<file path="src/rtl/de2_input_conditioner.sv">
// DE2 KEY/SW input conditioner: 2-FF sync + debounce per pin, press pulses, sticky events.
// Optional per-key 8-bit press counters are built when PRESS_COUNT_EN is defined.

module de2_debounce #(
  parameter int DEBOUNCE_CYCLES = 8,
  parameter bit RST_VAL         = 1'b0,
  parameter bit INVERT          = 1'b0
) (
  input  logic clk_i,
  input  logic rst_i,
  input  logic pin_i,
  output logic stable_o,
  output logic flip_o
);
  localparam int CW = $clog2(DEBOUNCE_CYCLES + 1);
  localparam logic [CW-1:0] LAST = CW'(DEBOUNCE_CYCLES - 1);

  logic [1:0]    sync_q;
  logic          raw_s;
  logic [CW-1:0] cnt_q, cnt_d;
  logic          stable_q, stable_d;

  always_ff @(posedge clk_i or posedge rst_i) begin
    if (rst_i) begin
      sync_q   <= {2{RST_VAL}};
      cnt_q    <= '0;
      stable_q <= 1'b0;
    end else begin
      sync_q   <= {sync_q[0], pin_i};
      cnt_q    <= cnt_d;
      stable_q <= stable_d;
    end
  end

  // Polarity is fixed after the synchroniser so the sync FFs see the raw pin.
  assign raw_s = sync_q[1] ^ INVERT;

  always_comb begin
    cnt_d    = cnt_q;
    stable_d = stable_q;
    flip_o   = 1'b0;
    if (raw_s == stable_q) begin
      cnt_d = '0;
    end else if (cnt_q == LAST) begin
      stable_d = raw_s;
      cnt_d    = '0;
      flip_o   = 1'b1;
    end else begin
      cnt_d = cnt_q + 1'b1;
    end
  end

  assign stable_o = stable_q;
endmodule

module de2_input_conditioner #(
  parameter int NUM_KEYS        = 2,
  parameter int NUM_SW          = 16,
  parameter int DEBOUNCE_CYCLES = 500000
) (
  input  logic                  CLOCK_50,
  input  logic                  Reset,
  input  logic [NUM_KEYS-1:0]   KEY_N,
  input  logic [NUM_SW-1:0]     SW,
  output logic [NUM_KEYS-1:0]   btn_level,
  output logic [NUM_KEYS-1:0]   btn_press,
  output logic [NUM_KEYS-1:0]   btn_event,
  input  logic [NUM_KEYS-1:0]   btn_ack,
  output logic [NUM_SW-1:0]     sw_stable,
  output logic                  sw_change,
  output logic [NUM_KEYS*8-1:0] press_count
);
  logic [NUM_KEYS-1:0] key_stable, key_flip, key_rise;
  logic [NUM_SW-1:0]   sw_flip;
  logic [NUM_KEYS-1:0] press_q, event_q, event_d;
  logic                swchg_q;

  de2_debounce #(.DEBOUNCE_CYCLES(DEBOUNCE_CYCLES), .RST_VAL(1'b1), .INVERT(1'b1)) u_key [NUM_KEYS-1:0] (
    .clk_i   (CLOCK_50),
    .rst_i   (Reset),
    .pin_i   (KEY_N),
    .stable_o(key_stable),
    .flip_o  (key_flip)
  );

  de2_debounce #(.DEBOUNCE_CYCLES(DEBOUNCE_CYCLES), .RST_VAL(1'b0), .INVERT(1'b0)) u_sw [NUM_SW-1:0] (
    .clk_i   (CLOCK_50),
    .rst_i   (Reset),
    .pin_i   (SW),
    .stable_o(sw_stable),
    .flip_o  (sw_flip)
  );

  // A flip while currently released is a debounced press.
  assign key_rise = key_flip & ~key_stable;
  // Visible press pulse wins over an ack presented in the same cycle.
  assign event_d  = press_q | (event_q & ~btn_ack);

  always_ff @(posedge CLOCK_50 or posedge Reset) begin
    if (Reset) begin
      press_q <= '0;
      event_q <= '0;
      swchg_q <= 1'b0;
    end else begin
      press_q <= key_rise;
      event_q <= event_d;
      swchg_q <= |sw_flip;
    end
  end

  assign btn_level = key_stable;
  assign btn_press = press_q;
  assign btn_event = event_q;
  assign sw_change = swchg_q;

`ifdef PRESS_COUNT_EN
  logic [NUM_KEYS-1:0][7:0] pcnt_q;

  always_ff @(posedge CLOCK_50 or posedge Reset) begin
    if (Reset) begin
      pcnt_q <= '0;
    end else begin
      for (int i = 0; i < NUM_KEYS; i++)
        if (press_q[i]) pcnt_q[i] <= pcnt_q[i] + 8'd1;
    end
  end

  assign press_count = pcnt_q;
`else
  assign press_count = '0;
`endif
endmodule
</file>
<file path="config.mk">
export PLATFORM = sky130hd
export DESIGN_NAME = de2_input_conditioner
export DESIGN_NICKNAME = d
export VERILOG_FILES = /design/src/rtl/de2_input_conditioner.sv
export SDC_FILE = /design/constraint.sdc
export NUM_CORES = 1
export LEC_CHECK = 0
export CORE_MARGIN = 1.5
export CORE_UTILIZATION = 40
export DETAILED_ROUTE_END_ITERATION = 8
export DONT_BUFFER_PORTS = 1
export GPL_ROUTABILITY_DRIVEN = 0
export PLACE_DENSITY_LB_ADDON = 0.12
export SLEW_MARGIN = 20
export SYNTH_ARGS = -nofsm -noshare
export SYNTH_HDL_FRONTEND = slang
export SYNTH_SLANG_ARGS = --single-unit
</file>
<file path="constraint.sdc">
create_clock -name CLOCK_50 -period 16.5 [get_ports CLOCK_50]
set_input_delay 3.3 -clock CLOCK_50 [delete_from_list [all_inputs] [get_ports CLOCK_50]]
set_output_delay 3.3 -clock CLOCK_50 [all_outputs]
set_load 0.01 [all_outputs]
</file>
Yosys cells after proc, flatten, opt, wreduce, memory -nomap -nowiden

Index checks and enable logic that the tools add are counted.

$add $sub $neg: 18
Eq/ne operators: 36
Multiplexer cells: 72
Bitwise gates (word level): 25
Reductions and logical operators: 19

Operators with widths:

| cell                                                            | count |
|---|---|
| 19-bit 2-to-1 mux                                               | 36 |
| 19-bit by 1-bit adder with 19-bit output, second input constant | 18 |
| 19-bit == test, second input constant                           | 18 |
| 1-bit 2-to-1 mux                                                | 36 |
| 2-bit AND reduction                                             | 18 |
| 1-bit NOT                                                       | 20 |
| 1-bit == test                                                   | 18 |
| 16-bit OR reduction                                             | 1 |
| 2-bit bitwise AND                                               | 2 |
| 2-bit NOT                                                       | 2 |
| 2-bit bitwise OR                                                | 1 |

Register bits: 401
Input port bits: 22
Output and inout bits: 39
Logic and storage cells: 227

Depth between registers and ports, before layout

Depth in word-level cells: 4
Mapped depth: 9
Mapped depth without buffers: 7

Hierarchy

From an unflattened synthesis, not the netlist that was laid out.

Cells, all modules: 1,944
Area, all modules: 19,667.6 µm²

Modules (own cells, without submodules):

| module                      | times used | cells each | area each (µm²) | sequential area each (µm²) |
|---|---|---|---|---|
| de2_debounce (u_sw[0] ...)  | 16         | 106        | 1,074.8         | 550.5 |
| de2_debounce (u_key[0] ...) | 2          | 107        | 1,076.0         | 553.0 |
| de2_input_conditioner       | 1          | 34         | 319.1           | 125.1 |

Worst setup path before layout

Ideal clock, no wire load.

Path type: reg-to-output
Start: register u_sw[3].stable_q
End: output port sw_stable[3]
Arrival time: 0.540 ns
Required time: 13.200 ns
Path slack: 12.660 ns
Stages on the path, launching flop included: 2
Path buffers: 1
Cell sequence: dfrtp_1 buf_4

RTL lines:

| what                     | line | text |
|---|---|---|
| start: declaration       | 21   | `logic stable_q, stable_d;` |
| start signal: assignment | 31   | `stable_q <= stable_d;` |
| end: declaration         | 69   | `output logic [NUM_SW-1:0] sw_stable,` |

No word-level cell between the ends.

==> flow_summary_export.csv <==
group,metric,value,unit
worst_hold_path,min_path_type,"reg -> reg",
cts,cts_tree,"yes",
floorplan,die_h,218,um
finish,final_util,44.8,%
worst_setup_path,worst_ep_required_time,17.08,ns
power_and_ir_drop,leakage,8.81,nW
yosys,synth_area,18600,um^2
sta,setup_violations,0,
yosys,synth_cells,1833,
detailed_routing,vias_per_cell,4.92,
detailed_routing,num_vias,12100,
cts,root_buffer,"clkbuf_16",
place,dp_slack,10.65,ns
yosys,synth_common_cells,"dfrtp_1, nor2_1, xor2_1",
place,dp_hpwl,21.4,mm
detailed_routing,drc,0,
yosys,synth_async_sr_flop_share,100,%
cts,post-cts-setup-buffers,0,
yosys,synth_flop_cell,"dfrtp_1",
yosys,yosysSeqAreaShare,54.1,%
worst_setup_path,startpoint_type,"input port",
detailed_routing,wl_met2,14.7,mm
worst_setup_path,slowest_delay,0.80,ns
sta,final.min_clock_period,4.99,ns
cts,post_cts_resized,0,
cts,cts_made_buffers,46,
detailed_routing,first_pass_iters,5,
cts,clkSinkCount,401,
yosys,synth_largest_type_area_fraction,53.5,%
power_and_ir_drop,p_per_area,102,nW/um^2
place,dp_cells,2380,
finish,nFillCells,4339,
cts,clk_latency,0.57,ns
cts,path_clk_slew,0.06,ns
sta,slew_viol_final,0,
floorplan,core-area,45600,um^2
yosys,avgSynthCellArea,10.1,um^2
detailed_routing,wl,33.2,mm
status,status,"completed",
yosys,yosysTopAreaCell,"dfrtp_1",
global_route,grt-ovfl-total,0,
cts,clockBufferDepth,3,
finish,instances_no_fill,2466,
sta,slew_headroom,35.9,%
finish,fin_nets,1868,
place,dpl_cell_area,18900,um^2
sta,setup_tns,0,ns
global_route,antenna_found_initial,0,
worst_setup_path,crit_arrival,5.58,ns
sta,finalHoldViolations,0,
detailed_routing,ant_nets,0,
floorplan,row_count,78,
sta,fmax,0.200,GHz
yosys,post-synth-top-count-cell,"dfrtp_1",
finish,drive_gt1_share,6.16,%
global_route,grt_pass1_wl,58.7,mm
sta,setup_ws,11.51,ns
yosys,synth.ff_latch_count,401,
detailed_routing,wl_met3,1.07,mm
detailed_routing,drt_iter0_drc,609,
sta,rsz0062_at_grt,"no",
finish,areaGrowthSynthToFinish,10.1,%
global_route,grt_pass1_vias,12200,
yosys,synthTopCellsByArea,"dfrtp_1, xor2_1, nor2_1, xnor2_1, nand3_1",
yosys,ys_warn_count,0,
floorplan,fp.dieW,218,um
sta,tightest_slew,0.961,ns
cts,htree_levels,2,
finish,n_antenna_cell,0,
run,drv_cap,0,
sta,fin_skew,0.0200,ns
detailed_routing,topRoutingLayerUsed,"met4",
floorplan,ios,61,
cts,ctsHoldBuffers,0,
yosys,synth_enable_flop_cells,0,
worst_setup_path,critPathKind,"in -> async",
place,portBuffers,0,
global_route,grt_max_degree,125,
detailed_routing,wl_met1,16.5,mm
detailed_routing,wl_per_cell,13.5,um
worst_setup_path,path_cells,"inv_8 > buf_4 > buf_4",
global_route,grtUsageTotal,14.7,%
worst_setup_path,path_max_fanout,124,
floorplan,start_util,40.7,%
sta,fin_crit_sh,30.3,%
finish,final_area,20400,um^2
worst_setup_path,crit_top_cell,"buf_4",
worst_setup_path,worst_setup_path_end_kind,"async pin",
yosys,ys_types,44,
floorplan,die_area,47700,um^2
worst_setup_path,slowest_stage,"buf_4",
power_and_ir_drop,ir_drop,90.2,uV
worst_setup_path,r2r_slack,13.86,ns
critical path: cells and delay by family:
family	cells	cell delay (ns)
buffers and inverters	3	2.07
cells by family after synthesis:
logic type	after synthesis	synth area share (%)
buf+inv	110	3.45
fa+ha+maj	18	1.21
compound gates	42	1.22
simple gates	936	24.4
other cells	1	0.0202
flops	401	54.1
xor+xnor	308	14.5
mux	17	1.02
routing by layer:
layer / track usage (%) / vias to the layer above
met5: 0 / -
met4: 5.75 / 0
met3: 2.60 / 57
met2: 23.1 / 115
met1: 20.2 / 5887
li1: - / 6082
placed cells by master, fill, tap and decap left out, types with 9 or more instances in the layout:
master and n:
dfrtp_1 397, nor2_1 396, xor2_1 199, nand2_1 122, nand3_1 117, xnor2_1 109
nand4_1 83, clkbuf_16 49, and3_1 42, inv_1 37, nor3_1 35, or3_1 22
nor4_1 21, o21ai_0 19, a21oi_1 18, ha_1 18, mux2_2 16, conb_1 16
clkbuf_1 16, nor4b_1 15, or2_2 13, and4_1 13, and2_1 10, clkbuf_8 10
nand4b_1 9
registers in the layout, summed over array words and instances, names as in the netlist, 2 cells and up:
name and cells:
btn_event 2, btn_press 2, u_key.cnt_q 38, u_key.stable_o 2, u_key.sync_q 4, u_sw.cnt_q 304, u_sw.stable_o 16, u_sw.sync_q 32
final timing paths:
path / end / start / cells after the start
max: u_sw[3].cnt_q[2]$_DFF_PP0_ / Reset / 3
min: u_sw[6].sync_q[1]$_DFF_PP0_ / u_sw[6].sync_q[0]$_DFF_PP0_ / 0
max reg2reg: sw_change$_DFF_PP0_ / u_sw[14].cnt_q[0]$_DFF_PP0_ / 7
min reg2reg: u_sw[6].sync_q[1]$_DFF_PP0_ / u_sw[6].sync_q[0]$_DFF_PP0_ / 0
max in group CLOCK_50: sw_stable[4] / u_sw[4].stable_o$_DFFE_PP0P_ / 0
min in group asynchronous: u_sw[15].cnt_q[2]$_DFF_PP0_ / Reset / 1
power breakdown:
group,internal [mW],total (mW),switching [mW]
sequential,1.00,1.01,0.0128
clock,0.620,1.02,0.400
combinational,0.0136,0.0569,0.0433
layout make-up:
cell class | instances | area, um^2 | share of cell area (%)
timing repair buffer | 4 | 30.0 | 0.147
sequential | 401 | 10000 | 49.1
inverter | 38 | 150 | 0.735
clock buffer | 75 | 1420 | 6.97
clock inverter | 11 | 109 | 0.533
multi-input combinational | 1337 | 7940 | 38.8
tap | 600 | 751 | 3.67
through the flow:
| stage | hold WS, ns | power, mW |
|---|---|---|
| final | 0.344 | 2.09 |
| after floorplan | 0.331 | 1.08 |
| after global routing | 0.351 | 2.19 |
| after CTS | 0.342 | 2.14 |
| after detailed placement | 0.335 | 1.09 |
| after global placement | 0.333 | 1.09 |
Power figures use the tool's default switching activity.
